## src/rtl/uart_pkg.sv

```systemverilog
// Shared types and default sizing for the UART receive path.
package uart_pkg;

  typedef enum logic [2:0] {
    OFF      = 3'b001,
    ON       = 3'b010,
    STOPPING = 3'b100
  } rx_ctrl_state_t;

  localparam int unsigned RX_FIFO_DEPTH    = 16;
  localparam int unsigned RX_TIMEOUT_BAUDS = 40;

endpackage

```

## src/rtl/sync_fifo.sv

```systemverilog
// Synchronous FIFO with a registered head word, flush, and occupancy level.
module sync_fifo #(
  parameter int unsigned WIDTH = 8,
  parameter int unsigned DEPTH = 16,
  localparam int unsigned AW   = $clog2(DEPTH)
) (
  input  logic             clk,
  input  logic             rst_n,
  input  logic             flush,
  input  logic             wr_en,
  input  logic [WIDTH-1:0] wr_data,
  input  logic             rd_en,
  output logic [WIDTH-1:0] rd_data,
  output logic             rd_valid,
  output logic [AW:0]      level,
  output logic             rd_fire,
  output logic             wr_drop
);

  logic [WIDTH-1:0] mem [DEPTH];
  logic [AW-1:0]    wr_ptr;
  logic [AW-1:0]    rd_ptr;
  logic [AW-1:0]    rd_ptr_n;
  logic             full;
  logic             do_write;

  assign full     = (level == (AW+1)'(DEPTH));
  assign rd_valid = (level != '0);
  assign rd_fire  = rd_en && rd_valid && !flush;
  assign do_write = wr_en && !flush && (!full || rd_fire);
  assign wr_drop  = wr_en && !flush && full && !rd_fire;
  assign rd_ptr_n = rd_fire ? rd_ptr + 1'b1 : rd_ptr;

  always_ff @(posedge clk) begin
    if (do_write) mem[wr_ptr] <= wr_data;
  end

  always_ff @(posedge clk or negedge rst_n) begin
    if (!rst_n) begin
      wr_ptr <= '0;
      rd_ptr <= '0;
      level  <= '0;
    end else if (flush) begin
      wr_ptr <= '0;
      rd_ptr <= '0;
      level  <= '0;
    end else begin
      if (do_write) wr_ptr <= wr_ptr + 1'b1;
      rd_ptr <= rd_ptr_n;
      case ({do_write, rd_fire})
        2'b10:   level <= level + 1'b1;
        2'b01:   level <= level - 1'b1;
        default: level <= level;
      endcase
    end
  end

  // The head register tracks whichever slot rd_ptr points at after this edge;
  // a write landing on that slot (empty buffer, or one entry being read) bypasses memory.
  always_ff @(posedge clk or negedge rst_n) begin
    if (!rst_n) begin
      rd_data <= '0;
    end else if (!flush) begin
      if (do_write && (wr_ptr == rd_ptr_n)) rd_data <= wr_data;
      else if (rd_fire)                     rd_data <= mem[rd_ptr_n];
    end
  end

endmodule

```

## src/rtl/rx_ctrl.sv

```systemverilog
// Receive controller: enable FSM, receive buffer, overrun/idle-timeout flags and interrupt.
module rx_ctrl
  import uart_pkg::*;
#(
  parameter int unsigned DEPTH         = RX_FIFO_DEPTH,
  parameter int unsigned TIMEOUT_BAUDS = RX_TIMEOUT_BAUDS,
  localparam int unsigned AW           = $clog2(DEPTH)
) (
  input  logic          clk_i,
  input  logic          reset_n_i,
  input  logic          cfg_rx_en_i,
  input  logic [AW:0]   cfg_watermark_i,
  input  logic          flush_i,
  input  logic          baud_tick_i,
  output logic          eng_en_o,
  input  logic          eng_busy_i,
  input  logic [7:0]    eng_data_i,
  input  logic          eng_wen_i,
  output logic [7:0]    rd_data_o,
  output logic          rd_valid_o,
  input  logic          rd_ready_i,
  output logic [AW:0]   level_o,
  output logic          rx_active_o,
  output logic          overrun_o,
  input  logic          overrun_clr_i,
  output logic          timeout_o,
  output logic          irq_o
);

  localparam int unsigned TW = $clog2(TIMEOUT_BAUDS + 1);

  rx_ctrl_state_t state;
  logic           rd_fire;
  logic           wr_drop;
  logic [TW-1:0]  to_cnt;
  logic [TW-1:0]  to_cnt_n;

  sync_fifo #(
    .WIDTH (8),
    .DEPTH (DEPTH)
  ) u_fifo (
    .clk      (clk_i),
    .rst_n    (reset_n_i),
    .flush    (flush_i),
    .wr_en    (eng_wen_i),
    .wr_data  (eng_data_i),
    .rd_en    (rd_ready_i),
    .rd_data  (rd_data_o),
    .rd_valid (rd_valid_o),
    .level    (level_o),
    .rd_fire  (rd_fire),
    .wr_drop  (wr_drop)
  );

  always_ff @(posedge clk_i or negedge reset_n_i) begin
    if (!reset_n_i) begin
      state       <= OFF;
      eng_en_o    <= 1'b0;
      rx_active_o <= 1'b0;
    end else begin
      case (state)
        OFF: begin
          if (cfg_rx_en_i) begin
            state       <= ON;
            eng_en_o    <= 1'b1;
            rx_active_o <= 1'b1;
          end
        end
        ON: begin
          if (!cfg_rx_en_i) begin
            eng_en_o <= 1'b0;
            if (eng_busy_i) begin
              state       <= STOPPING;
              rx_active_o <= 1'b1;
            end else begin
              state       <= OFF;
              rx_active_o <= 1'b0;
            end
          end
        end
        STOPPING: begin
          if (cfg_rx_en_i) begin
            state       <= ON;
            eng_en_o    <= 1'b1;
            rx_active_o <= 1'b1;
          end else if (!eng_busy_i) begin
            state       <= OFF;
            eng_en_o    <= 1'b0;
            rx_active_o <= 1'b0;
          end
        end
        default: begin
          state       <= OFF;
          eng_en_o    <= 1'b0;
          rx_active_o <= 1'b0;
        end
      endcase
    end
  end

  always_comb begin
    to_cnt_n = to_cnt;
    if (flush_i || rd_fire || eng_wen_i || level_o == '0)
      to_cnt_n = '0;
    else if (baud_tick_i && to_cnt != TW'(TIMEOUT_BAUDS))
      to_cnt_n = to_cnt + 1'b1;
  end

  always_ff @(posedge clk_i or negedge reset_n_i) begin
    if (!reset_n_i) begin
      to_cnt    <= '0;
      timeout_o <= 1'b0;
      overrun_o <= 1'b0;
    end else begin
      to_cnt <= to_cnt_n;
      if (flush_i || rd_fire || level_o == '0) timeout_o <= 1'b0;
      else if (to_cnt_n == TW'(TIMEOUT_BAUDS)) timeout_o <= 1'b1;
      // A new drop outranks a clear arriving on the same edge.
      if (wr_drop)            overrun_o <= 1'b1;
      else if (overrun_clr_i) overrun_o <= 1'b0;
    end
  end

  assign irq_o = ((cfg_watermark_i != '0) && (level_o >= cfg_watermark_i))
               || timeout_o || overrun_o;

endmodule

```

## config.mk

```make
export PLATFORM = sky130hd
export DESIGN_NAME = rx_ctrl
export DESIGN_NICKNAME = d
export VERILOG_FILES = /design/src/rtl/uart_pkg.sv /design/src/rtl/sync_fifo.sv /design/src/rtl/rx_ctrl.sv
export SDC_FILE = /design/constraint.sdc
export NUM_CORES = 1
export LEC_CHECK = 0
export CAP_MARGIN = 15
export CORE_MARGIN = 2
export CORE_UTILIZATION = 45
export DETAILED_ROUTE_END_ITERATION = 10
export GPL_ROUTABILITY_DRIVEN = 0
export PLACE_DENSITY_LB_ADDON = 0.05
export SYNTH_ARGS = -nofsm -noshare
export SYNTH_HDL_FRONTEND = slang
export SYNTH_HIERARCHICAL = 1
export SYNTH_SLANG_ARGS = --single-unit
```

## constraint.sdc

```tcl
create_clock -name clk_i -period 4.35 [get_ports clk_i]
set_clock_uncertainty 0.1 [all_clocks]
set_input_delay 0.6525 -clock clk_i [delete_from_list [all_inputs] [get_ports clk_i]]
set_output_delay 0.6525 -clock clk_i [all_outputs]
set_load 0.005 [all_outputs]
```

Word level (Yosys, flattened, before mapping)
Memory sizes are Yosys's and may differ from the RTL's. A register that Yosys moved wholly into a read port is not among the register bits.
Index checks and enable logic that the tools add are counted.
- flip-flop bits (word level): 26
- bits in writable memories: 128
- input port bits: 22
- output and inout port bits: 19
- word-level logic and storage cells: 87
- memories kept: 1
- memories (memory ; words ; width ; rd ports ; clocked after Yosys merged registers in ; write ports ; RTL line ; source):
    u_fifo.mem ; 16 ; 8 ; 1 ; 1 ; 1 ; sync_fifo.sv:20 ; logic [WIDTH-1:0] mem [DEPTH];
- add/sub/neg operators: 5
- magnitude comparators: 1
- eq/ne operators: 12
- muxes and demuxes: 28
- bitwise logic cells: 1
- reductions and logical operators: 30
- operator list (operator ; number):
    $mux 4 ; 4
    $mux 3 ; 5
    $mux 1 ; 12
    $mux 6 ; 2
    $pmux 5 s2 ; 1
    $reduce_bool 5->1 ; 2
    $logic_and 1x1->1 ; 9
    $pmux 3 s3 ; 1
    $add 4x1->4 const B ; 2
    $reduce_bool 2->1 ; 4
    $logic_or 1x1->1 ; 7
    $add 6x1->6 const B ; 1
    $eq 6x6->1 const B ; 1
    $ne 6x6->1 const B ; 1
    $pmux 1 s3 ; 2
    $add 5x1->5 const B ; 1
    $eq 5x5->1 const B ; 1
    $ge 5x5->1 ; 1
    $logic_not 5->1 ; 1
    $mux 5 ; 1
    $sub 5x1->5 const B ; 1
    $eq 4x4->1 ; 1
    $logic_not 1->1 ; 4
    $ne 2x2->1 const B ; 2
    10 further kinds ; 10

Longest topological paths before layout
Gate-level depths: netlist (run 1).
- depth in word-level cells: 10
- mapped depth: 13
- gate-level depth less buffers: 10

Cells and area by module
The synthesis (run 1) kept the hierarchy.
- modules (own cells, without submodules) (module ; instances ; cells an instance ; area each (µm²) ; sequential area each (µm²)):
    sync_fifo ; 1 ; 624 ; 7689.9 ; 4369.2
    rx_ctrl ; 1 ; 90 ; 854.6 ; 326.6

Least setup slack after synthesis (run 1)
No wires, ideal clock.
- kind: in2reg
- from: in flush_i
- to: reg u_fifo.level[4]
- library setup time: 83 ps
- arrival time: 3172 ps
- slack: 995 ps
- stages on the path: 13
- path buffers: 3
- path through: nand2b_1 clkbuf_1 clkbuf_1 buf_1 a211oi_1 xor2_1 ha_1 or3_1 a21oi_1 a21oi_1 nor3_1 a21oi_1 o21ai_0
- word-level cells in the longest chain between the ends: 7
- RTL lines (what ; RTL line ; source):
    from (decl) ; rx_ctrl.sv:13 ; input logic flush_i,
    $logic_not 1->1 ; sync_fifo.sv:29, sync_fifo.sv:30 ;
    $logic_and 1x1->1 ; sync_fifo.sv:29 ; assign rd_fire = rd_en && rd_valid && !flush;
    $logic_or 1x1->1 ; sync_fifo.sv:30 ; assign do_write = wr_en && !flush && (!full || rd_fire);
    $logic_and 1x1->1 ; sync_fifo.sv:30 ;
    $eq 2x1->1 / $eq 2x2->1 (equally long branches) ; sync_fifo.sv:50 ; case ({do_write, rd_fire})
    $pmux 5 s2 ; sync_fifo.sv:50 ;
    $mux 5 ; sync_fifo.sv:43 ; end else if (flush) begin
    to (signal assigned) ; sync_fifo.sv:51 ; 2'b10: level <= level + 1'b1;
    to (signal assigned) ; sync_fifo.sv:52 ; 2'b01: level <= level - 1'b1;
    to (signal assigned) ; sync_fifo.sv:53 ; default: level <= level;
    to (decl) ; sync_fifo.sv:15 ; output logic [AW:0] level,
Parallel ways exist; a longest one is shown, timed or not.
A chain may end at the register's enable or synchronous reset.

Final worst setup path (run 1)
- from: reg u_fifo.level[1]
- to: reg u_fifo.rd_data[5], read port of u_fifo.mem
- word-level cells in the longest chain between the ends: 8
- RTL lines (what ; RTL line ; source):
    $reduce_bool 5->1 ; sync_fifo.sv:28 ; assign rd_valid = (level != '0);
    $logic_and 1x1->1 (2 in series) ; sync_fifo.sv:29 ;
    $mux 4 / $logic_or 1x1->1 (equally long branches) ; sync_fifo.sv:32, sync_fifo.sv:30 ;
    $eq 4x4->1 / $logic_and 1x1->1 (equally long branches) ; sync_fifo.sv:64, sync_fifo.sv:30 ;
    $logic_and 1x1->1 ; sync_fifo.sv:64 ; if (do_write && (wr_ptr == rd_ptr_n)) rd_data <= wr_data;
    $reduce_bool 2->1 (no source line) ; -- ;
    $reduce_and 2->1 (no source line) ; -- ;
    to (decl) ; sync_fifo.sv:13 ; output logic [WIDTH-1:0] rd_data,
Parallel ways exist; a longest one is shown, timed or not.

==> results of run 1 <==
==> state kept, by name, indices dropped and copies added (netlist names) <==
register and flops:
u_fifo/wr_ptr 4, u_fifo/level 5, eng_en_o 1, to_cnt 6
overrun_o 1, timeout_o 1, u_fifo/rd_data 8, state 3
rx_active_o 1, u_fifo/mem 128, u_fifo/rd_ptr 4
==> layer usage <==
layer | global-route usage (%) | up-vias | wire (um)
met5 | 0 | - | 0
met4 | 8.84 | 0 | 574
met3 | 4.25 | 48 | 1450
met2 | 40.4 | 321 | 11700
met1 | 32.3 | 3455 | 10200
li1 | - | 2990 | -
==> power by group through the flow <==
stage	Clock (W)	Sequential, W	Combinational (W)
floorplan	0	0.00188	0.00125
detailed placement	0	0.00194	0.00179
global placement	0	0.00194	0.00175
CTS	0.00168	0.00191	0.00180
finish	0.00167	0.00191	0.00183
global route	0.00175	0.00193	0.00199
==> worst max-delay path: stages, from the launching register on <==
cell and delay (ps):
dfrtp_1 500, nor4_2 910, a211oi_1 320, xnor2_1 590, nand2_1 350, a31oi_1 340, o32ai_1 140
==> cells in the final DEF, fill, tap and decap left out, drive strengths merged, types with 3 or more instances in the layout <==
master         Yosys  layout
o211ai            13      13
nor3              10      10
dfrtp             33      33
edfxtp           128     128
nand4              3       3
nand2             23      23
and2              12      12
xor2               7       7
a21oi             12      12
xnor2             11      11
clkbuf            46      22
clkinv             2       5
or2                3       3
bufinv             0       4
o31ai              4       4
o22a              12      12
a32oi              4       4
buf               18      17
nand2b             6       6
inv               23      25
and3               6       6
clkdlybuf4s50      0      39
o22ai              3       3
o21ai             32      32
ha                14      14
a22o               4       4
o32ai              6       6
mux2i              6       6
a31oi             17      17
a211oi             8       8
nor4               4       4
a22oi             15      15
a221o             28      28
nor2              49      49
a221oi           111     111
==> kinds of logic (layout without fill, tap and decap cells) <==
group           Yosys count  count (layout)  share of synthesized area [%]
fa+ha+maj                14              14                           2.05
compound gates          289             289                           27.2
buf+inv                  89             113                           4.29
mux                       9               9                           1.36
flops                   162             162                           55.0
simple gates            131             131                           7.72
xor+xnor                 20              20                           2.46
==> final timing paths <==
kind / from / to / slack, ps / cells after the start
min in group clk_i: eng_en_o / eng_en_o / 460 / 1
min reg2reg: eng_en_o / eng_en_o / 460 / 1
max: u_fifo/level[1] / u_fifo/rd_data[5] / 960 / 6
max reg2reg: u_fifo/level[1] / u_fifo/rd_data[5] / 960 / 6
max in group asynchronous: reset_n_i / u_fifo/rd_ptr[0] / 3350 / 1
min: reset_n_i / u_fifo/level[3] / 230 / 1
==> metrics by stage <==
stage | area [um^2] | util [%] | power [W]
final | 9790 | 52.5 | 0.00541
after global routing | 9790 | 52.5 | 0.00567
after CTS | 9790 | 52.5 | 0.00539
after detailed placement | 9140 | 49.0 | 0.00374
after global placement | 9140 | 49.0 | 0.00369
after floorplan | 8540 | - | 0.00313
==> cell type report <==
| cell class | count | area, um^2 |
|---|---|---|
| clock buffer | 22 | 485 |
| clock inverter | 10 | 171 |
| fill | 1568 | 8850 |
| inverter | 25 | 93.8 |
| multi-input combinational | 463 | 3510 |
| sequential | 162 | 4700 |
| tap | 234 | 293 |
| timing repair buffer | 56 | 541 |
==> metrics, run 1 <==
Layout area overhead=14.6%; synth top area cells=edfxtp_1 (45%), a221oi_1 (11%), dfrtp_1 (9.7%); Sw Pwr=0.00186 W; Max VDD drop=385 uV; Post-Synthesis Cells=714; Post-Syn Area=8540 um^2; Tcrit/Tclk final=78.0%; Yosys warning total=6; Setup Viol. Count Final=0; share of layout cells above drive strength 1=9.08%; Critical Path Source Type=flop; post-synthesis sequential area ratio=55.0%; remaining antenna violation count=0; Netlist cell types=74; Max Buffers Root-to-Sink=2; drt drc=0; final wirelength=24000 um; Non-Filler Instances=972; Setup Total Neg Slack=0 ps; Syn Nets=750; final hold slack=226 ps; Gates resized, CTS repair=0; total number of vias=6814; Crit. End Element=flop; Post-synth ARST share=21.0%; dpl ws=650 ps; drt pass-1 iters=5; switching part of the total power=34.4%; Worst-path clk slew=60 ps; Max Fanout on Critical Path=10; fin worst setup slack=955 ps; detailed placement HPWL=14400 um; synth cell count leaders=edfxtp_1 (128), a221oi_1 (111), nor2_1 (48); flops & latches, synth=162; Final nets=761; leakage power=3.29 nW; CTS tree=built; row count=50; Die W=142 um; status=completed; most numerous cell in the Yosys netlist=edfxtp_1; die area=20100 um^2; H-tree depth=4; Core Area=18600 um^2; Die Y=142 um; vias in the first global route=6783; initial antenna violation count=0; Iter 0 DRT Violations=741; worst slew pin tran=985 ps; Internal=0.00355 W; Max-cap violations=0; placed insts=940; Tmin final=3390 ps; Max-slew headroom=33.8%; CTS sink cnt=162; Fin. Hold Viols=0; Clock power frac=30.8%; latest clock arrival within the worst-skew pair=430 ps; syn_area_per_cell=12.0 um^2; starting density of the core=45.8%; Arrival @ worst endpoint=3570 ps; CTS root buf=clkbuf_16; port bufs=40; Most used DFF post-synth=edfxtp_1; Slew Viols, Final=0; setup bufs post-CTS=0; IO Pins=41; RSZ-0062 raised after global routing=false; Pwr Density=553 nW/um^2; largest net degree at the start of global routing=105; # hold bufs at CTS=0; Setup CP Type=flop to flop; total global-route track usage=24.4%; DR WL/cell=24.7 um; Flop pwr share=35.4%; vias per cell=7.01; cell taking the most area after synthesis=edfxtp_1; number of flops mapped to enable cells by yosys=128; combinational fraction of design power=33.8%; # diodes=0; share of the synthesized area in the top cell type=45.0%; CTS buffer count=17; grt total ovfl=0; Hold Crit Class=primary input to asynchronous set/reset pin; Crit path required time=4530 ps; first-pass GRT wire length=37600 um; fmax=295 MHz
No activity file was read; power rests on OpenSTA's default activity.
==> inputs of run 2 (changes only) <==
==> constraint.sdc (replaced) <==
create_clock -name clk_i -period 2.85 [get_ports clk_i]
set_clock_uncertainty 0.1 [all_clocks]
set_input_delay 0.4275 -clock clk_i [delete_from_list [all_inputs] [get_ports clk_i]]
set_output_delay 0.4275 -clock clk_i [all_outputs]
set_load 0.005 [all_outputs]
==> metrics, run 2 (synthesized netlist as in run 1, its figures left out) <==
status=completed (unchanged); combinational fraction of design power=41.4% (was 33.8%); leakage power=3.79 nW (was 3.29 nW); worst slew pin tran=912 ps (was 985 ps); DR WL/cell=23.6 um (was 24.7 um); Sw Pwr=0.00311 W (was 0.00186 W); number of flip-flops in the largest register=128 (unchanged); R2R Path End=u_fifo/rd_data[3] (was u_fifo/rd_data[5]); Crit path required time=3100 ps (was 4530 ps); Die Y=142 um (unchanged); Crit. End Element=flop (unchanged); starting density of the core=45.8% (unchanged); detailed placement HPWL=16300 um (was 14400 um); H-tree depth=4 (unchanged); Setup CP Type=flop to flop (unchanged); Non-Filler Instances=1048 (was 972); Tmin final=2810 ps (was 3390 ps); CTS tree=built (unchanged); Tcrit/Tclk final=98.6% (was 78.0%); placed insts=1006 (was 940); total number of vias=7129 (was 6814); Register-to-Register Path Depth=10 (was 6); Max-slew headroom=39.2% (was 33.8%); final wirelength=24700 um (was 24000 um); Arrival @ worst endpoint=3060 ps (was 3570 ps); Max Fanout on Critical Path=9 (was 10); dpl ws=-172 ps (was 650 ps); most common cell after layout, fill and taps aside=edfxtp_1 (unchanged); drt pass-1 iters=7 (was 5); Largest regs=u_fifo/mem (128), u_fifo/rd_data (8), to_cnt (6) (unchanged); initial antenna violation count=0 (unchanged); Flop pwr share=32.9% (was 35.4%); Critical Path Source Type=flop (unchanged); Final nets=837 (was 761); IO Pins=41 (unchanged); Worst-path clk slew=70 ps (was 60 ps); Reg with most FFs=u_fifo/mem (unchanged); Core Area=18600 um^2 (unchanged); Pwr Density=816 nW/um^2 (was 553 nW/um^2); # diodes=0 (unchanged); Hold Crit Class=primary input to asynchronous set/reset pin (unchanged); most frequent cells in the layout=edfxtp_1 (128), a221oi_1 (107), buf_4 (63) (was edfxtp_1 (128), a221oi_1 (111), nor2_1 (47)); vias in the first global route=6896 (was 6783); switching part of the total power=35.6% (was 34.4%); RSZ-0062 raised after global routing=true (was false); fmax=356 MHz (was 295 MHz); remaining antenna violation count=0 (unchanged); grt total ovfl=0 (unchanged); reg-to-reg slack, setup=40 ps (was 960 ps); CTS buffer count=17 (unchanged); die area=20100 um^2 (unchanged); Clock power frac=25.7% (was 30.8%); CP max stage cell=or4_4 (was nor4_2); latest clock arrival within the worst-skew pair=430 ps (about the same); Max Buffers Root-to-Sink=2 (unchanged); fin worst setup slack=39.9 ps (was 955 ps); first-pass GRT wire length=38600 um (was 37600 um); row count=50 (unchanged); port bufs=40 (unchanged); drt drc=0 (unchanged); share of layout cells above drive strength 1=19.2% (was 9.08%); Max VDD drop=526 uV (was 385 uV); Filler Cell Count=1492 (was 1568); vias per cell=6.80 (was 7.01); total global-route track usage=25.0% (was 24.4%); reg2reg start=u_fifo/level[2] (was u_fifo/level[1]); Internal=0.00563 W (was 0.00355 W); Max-cap violations=0 (unchanged); Crit path largest cell delay=580 ps (was 910 ps); CTS sink cnt=162 (unchanged); Iter 0 DRT Violations=564 (was 741); crit-path cells=or4_4 > buf_6 > o211ai_2 > a21boi_4 > xnor2_1 > or4_4 > buf_12 > buf_6 > o31a_1 > a21oi_1 (was nor4_2 > a211oi_1 > xnor2_1 > nand2_1 > a31oi_1 > o32ai_1); Fin. Hold Viols=0 (unchanged); Die W=142 um (unchanged); Layout area overhead=25.3% (was 14.6%); Setup Viol. Count Final=0 (unchanged); largest net degree at the start of global routing=46 (was 105); CTS root buf=clkbuf_16 (unchanged); Slew Viols, Final=0 (unchanged)
==> run 2: cell count changes in the layout (fill, tap and decap cells not counted), moves of 4 or more <==
cell,before,now
o21ai_0,29,24
o21ai_1,2,7
buf_4,14,63
a221oi_2,0,4
a31oi_1,17,13
a221oi_1,111,107
buf_12,2,25
==> run 2: stage by stage <==
stage                     util [%]  TNS (ps)  power [W]  instance area [um^2]  hold slack (ps)
after global placement        53.1      -616    0.00610                  9910              443
after detailed placement      53.1      -944    0.00620                  9910              468
after CTS                     56.7         0    0.00860                 10600             55.2
after floorplan                  -         0    0.00479                  8560             31.9
final                         57.4         0    0.00874                 10700             37.2
after global routing          57.4     -62.7    0.00914                 10700             89.1
==> run 2: repair_timing <==
item                       CTS  global route
setup endpoints to repair    8             9
hold buffers                 0             0
gates resized for setup      3            22
buffers inserted             3             6
cloned                       1             0
pin swaps                    3             6
hold endpoints to repair     0             0
==> run 2: how the worst max path moves through the flow <==
stage | startpoint | to | slack, ps | cells past startpoint
after floorplan | u_fifo/level[1] | u_fifo/rd_data[6] | 0.4 | 10
after global placement | flush_i | u_fifo/rd_data[7] | -160 | 9
after detailed placement | flush_i | u_fifo/rd_data[7] | -170 | 11
after CTS | u_fifo/level[1] | u_fifo/rd_data[5] | 5 | 9
after global routing | u_fifo/level[2] | u_fifo/rd_data[1] | -20 | 10
final | u_fifo/level[2] | u_fifo/rd_data[3] | 40 | 10
==> run 2: worst max-delay path, delay by kind of cell, from the launching register on <==
kind                      cells  cell delay, ps
xor gates and xnor gates      1              80
DFF                           1             380
buffers and inverters         3             480
AOI/OAI and AO/OA             4             600
and+or+nand+nor               2            1110
==> run 2: power by group through the flow <==
stage / combinational, W / clock [W] / sequential [W]
after global routing: 0.00388 / 0.00237 / 0.00289
after global placement: 0.00320 / 0 / 0.00291
after floorplan: 0.00192 / 0 / 0.00287
after detailed placement: 0.00329 / 0 / 0.00292
final: 0.00362 / 0.00225 / 0.00287
after CTS: 0.00346 / 0.00228 / 0.00287
==> run 2: final cells by class <==
type | instances | area, um^2 | area share, %
multi-input cells | 463 | 3610 | 33.7
well taps | 234 | 293 | 2.74
clock inverters | 15 | 148 | 1.38
repair buffers | 132 | 1440 | 13.4
clock buffers | 17 | 425 | 3.97
inverters | 25 | 93.8 | 0.877
flip-flops and latches | 162 | 4700 | 43.9
==> run 2: metal layers <==
layer,global-route usage [%],vias up,share of wire (%)
met5,0,-,0
met4,7.95,0,1.9
met3,4.42,42,6.8
met2,42.1,352,49
met1,33.1,3577,42
li1,-,3158,-
==> inputs of run 3 (changes only) <==
--- a/config.mk
+++ b/config.mk
@@ -5,6 +5,7 @@
 export SDC_FILE = /design/constraint.sdc
 export NUM_CORES = 1
 export LEC_CHECK = 0
+export ABC_AREA = 1
 export CAP_MARGIN = 15
 export CORE_MARGIN = 2
 export CORE_UTILIZATION = 45
==> metrics, run 3 <==
crit-path cells=clkdlybuf4s50_1 > inv_1 > ha_1 > nand2_1 > o21a_1 > o311ai_2 > o21ai_1 > nand3_1 > dlymetal6s2s_1 (was or4_4 > buf_6 > o211ai_2 > a21boi_4 > xnor2_1 > or4_4 > buf_12 > buf_6 > o31a_1 > a21oi_1); die area=19000 um^2 (was 20100 um^2); H-tree depth=4 (unchanged); most numerous cell in the Yosys netlist=nand3_1 (was edfxtp_1); Fin. Hold Viols=20 (was 0); final hold slack=-10.3 ps (was 37.2 ps); total global-route track usage=21.5% (was 25.0%); cell taking the most area after synthesis=edfxtp_1 (unchanged); synth cell count leaders=nand3_1 (173), nand2_1 (163), inv_1 (151) (was edfxtp_1 (128), a221oi_1 (111), nor2_1 (48)); status=finished with violations (was completed); failing checks=hold timing; drt drc=0 (unchanged); Post-Synthesis Cells=849 (was 714); DR WL/cell=16.8 um (was 23.6 um); row count=48 (was 50); vias in the first global route=5629 (was 6896); Final nets=952 (was 837); Setup CP Type=primary input to output port (was flop to flop); Crit. End Element=output port (was flop); Crit path largest cell delay=460 ps (was 580 ps); Yosys warning total=6 (unchanged); Critical Path Source Type=primary input (was flop); most common cell after layout, fill and taps aside=nand3_1 (was edfxtp_1); syn_area_per_cell=9.51 um^2 (was 12.0 um^2); Max Buffers Root-to-Sink=2 (unchanged); reg-to-reg slack, setup=420 ps (was 40 ps); Pwr Density=871 nW/um^2 (was 816 nW/um^2); Netlist cell types=37 (was 74); R2R Path End=u_fifo/rd_data[4] (was u_fifo/rd_data[3]); synth top area cells=edfxtp_1 (48%), nand3_1 (11%), dfrtp_1 (10%) (was edfxtp_1 (45%), a221oi_1 (11%), dfrtp_1 (9.7%)); Max VDD drop=557 uV (was 526 uV); RSZ-0062 raised after global routing=false (was true); Worst-path clk slew=60 ps (was 70 ps); number of flip-flops in the largest register=128 (unchanged); grt total ovfl=0 (unchanged); Die Y=138 um (was 142 um); Slew Viols, Final=0 (unchanged); leakage power=4.22 nW (was 3.79 nW); reg2reg start=u_fifo/level[4] (was u_fifo/level[2]); most frequent cells in the layout=nand3_1 (172), nand2_1 (162), inv_1 (151) (was edfxtp_1 (128), a221oi_1 (107), buf_4 (63)); vias per cell=5.16 (was 6.80); Setup Viol. Count Final=0 (unchanged); remaining antenna violation count=0 (unchanged); detailed placement HPWL=12900 um (was 16300 um); post-synthesis sequential area ratio=58.2% (was 55.0%); share of the synthesized area in the top cell type=47.6% (was 45.0%); fin worst setup slack=346 ps (was 39.9 ps); Crit path required time=2320 ps (was 3100 ps); Max Fanout on Critical Path=2 (was 9); Core Area=17400 um^2 (was 18600 um^2); Setup Total Neg Slack=0 ps (unchanged); CP max stage cell=clkdlybuf4s50_1 (was or4_4); initial antenna violation count=0 (unchanged); CTS tree=built (unchanged); CTS root buf=clkbuf_16 (unchanged); number of flops mapped to enable cells by yosys=128 (unchanged); flops & latches, synth=162 (unchanged); Register-to-Register Path Depth=13 (was 10); Tcrit/Tclk final=87.9% (was 98.6%); total number of vias=5952 (was 7129); DP Area=8960 um^2 (was 9910 um^2); port bufs=40 (unchanged); Tot Pwr=0.00833 W (was 0.00874 W); Largest regs=u_fifo/mem (128), u_fifo/rd_data (8), to_cnt (6) (unchanged); final wirelength=19300 um (was 24700 um); CTS sink cnt=162 (unchanged); Iter 0 DRT Violations=452 (was 564); Die W=138 um (was 142 um); Hold Crit Class=primary input to asynchronous set/reset pin (unchanged); first-pass GRT wire length=30500 um (was 38600 um); Syn Nets=885 (was 750); fmax=399 MHz (was 356 MHz); Arrival @ worst endpoint=1980 ps (was 3060 ps); Layout area overhead=18.5% (was 25.3%); share of layout cells above drive strength 1=11.6% (was 19.2%); starting density of the core=46.4% (was 45.8%); largest net degree at the start of global routing=35 (was 46); Max-slew headroom=47.6% (was 39.2%); drt pass-1 iters=5 (was 7); Reg with most FFs=u_fifo/mem (unchanged); dpl ws=-108 ps (was -172 ps); Post-synth ARST share=21.0% (unchanged); Post-Syn Area=8070 um^2 (was 8540 um^2); Max-cap violations=0 (unchanged); Final Instance Area=9570 um^2 (was 10700 um^2); latest clock arrival within the worst-skew pair=420 ps (was 430 ps); IO Pins=41 (unchanged); worst slew pin tran=787 ps (was 912 ps); Tmin final=2500 ps (was 2810 ps); # diodes=0 (unchanged); CTS buffer count=17 (unchanged); Most used DFF post-synth=edfxtp_1 (unchanged)
run 3: cell type report:
| cell class | count | area (um^2) |
|---|---|---|
| sequential | 162 | 4700 |
| timing repair buffer | 80 | 773 |
| multi-input combinational | 491 | 2630 |
| fill | 1569 | 7850 |
| tap | 225 | 282 |
| clock inverter | 13 | 134 |
| inverter | 164 | 616 |
| clock buffer | 19 | 433 |
run 3: how the worst max path moves through the flow:
stage                                   to  slack [ps]  cells after the start               start
after floorplan           u_fifo/mem[4][0]         610                      7             flush_i
after global placement               irq_o         -70                      8  cfg_watermark_i[4]
after detailed placement             irq_o        -110                      8  cfg_watermark_i[4]
after CTS                            irq_o           3                      9  cfg_watermark_i[2]
after global routing                 irq_o         230                      9  cfg_watermark_i[3]
final                                irq_o         350                      9  cfg_watermark_i[3]
run 3: critical path: cells and delay by family:
family                     cells  cell delay, ps
adders and majority gates      1             300
buffers and inverters          3             670
and+or+nand+nor                2             190
AOI/OAI and AO/OA              3             380
run 3: layer usage:
metal	track usage, %	wire (um)
met1	30.5	9240
met2	33.7	9020
met3	3.76	789
met4	6.86	287
met5	0	0
run 3: cell families (layout without fill, tap and decap cells):
logic type / after synthesis / after routing / share of synthesized area, %
flops: 162 / 162 / 58.2
fa+ha+maj: 14 / 14 / 2.17
simple gates: 447 / 447 / 27.4
xor+xnor: 5 / 5 / 0.543
compound gates: 25 / 25 / 1.89
buf+inv: 196 / 276 / 9.81
run 3: metrics by stage:
step           cells  utilization [%]
5_1_grt         1154             54.9
4_1_cts         1154             54.8
6_report        1154             54.9
3_5_place_dp    1122             51.4
3_3_place_gp    1122             51.4
2_1_floorplan    849                -
run 3: report_power, final:
part | internal [W] | switching, W
registers | 0.00276 | 0.000164
logic | 0.00119 | 0.00200
clock network | 0.00129 | 0.000929
run 3: timing repair:
action,4_1_cts,5_1_grt
pin swaps,0,0
endpoints found under the setup margin,1,1
buffers inserted,0,0
hold buffers,0,0
gates resized for setup,6,4
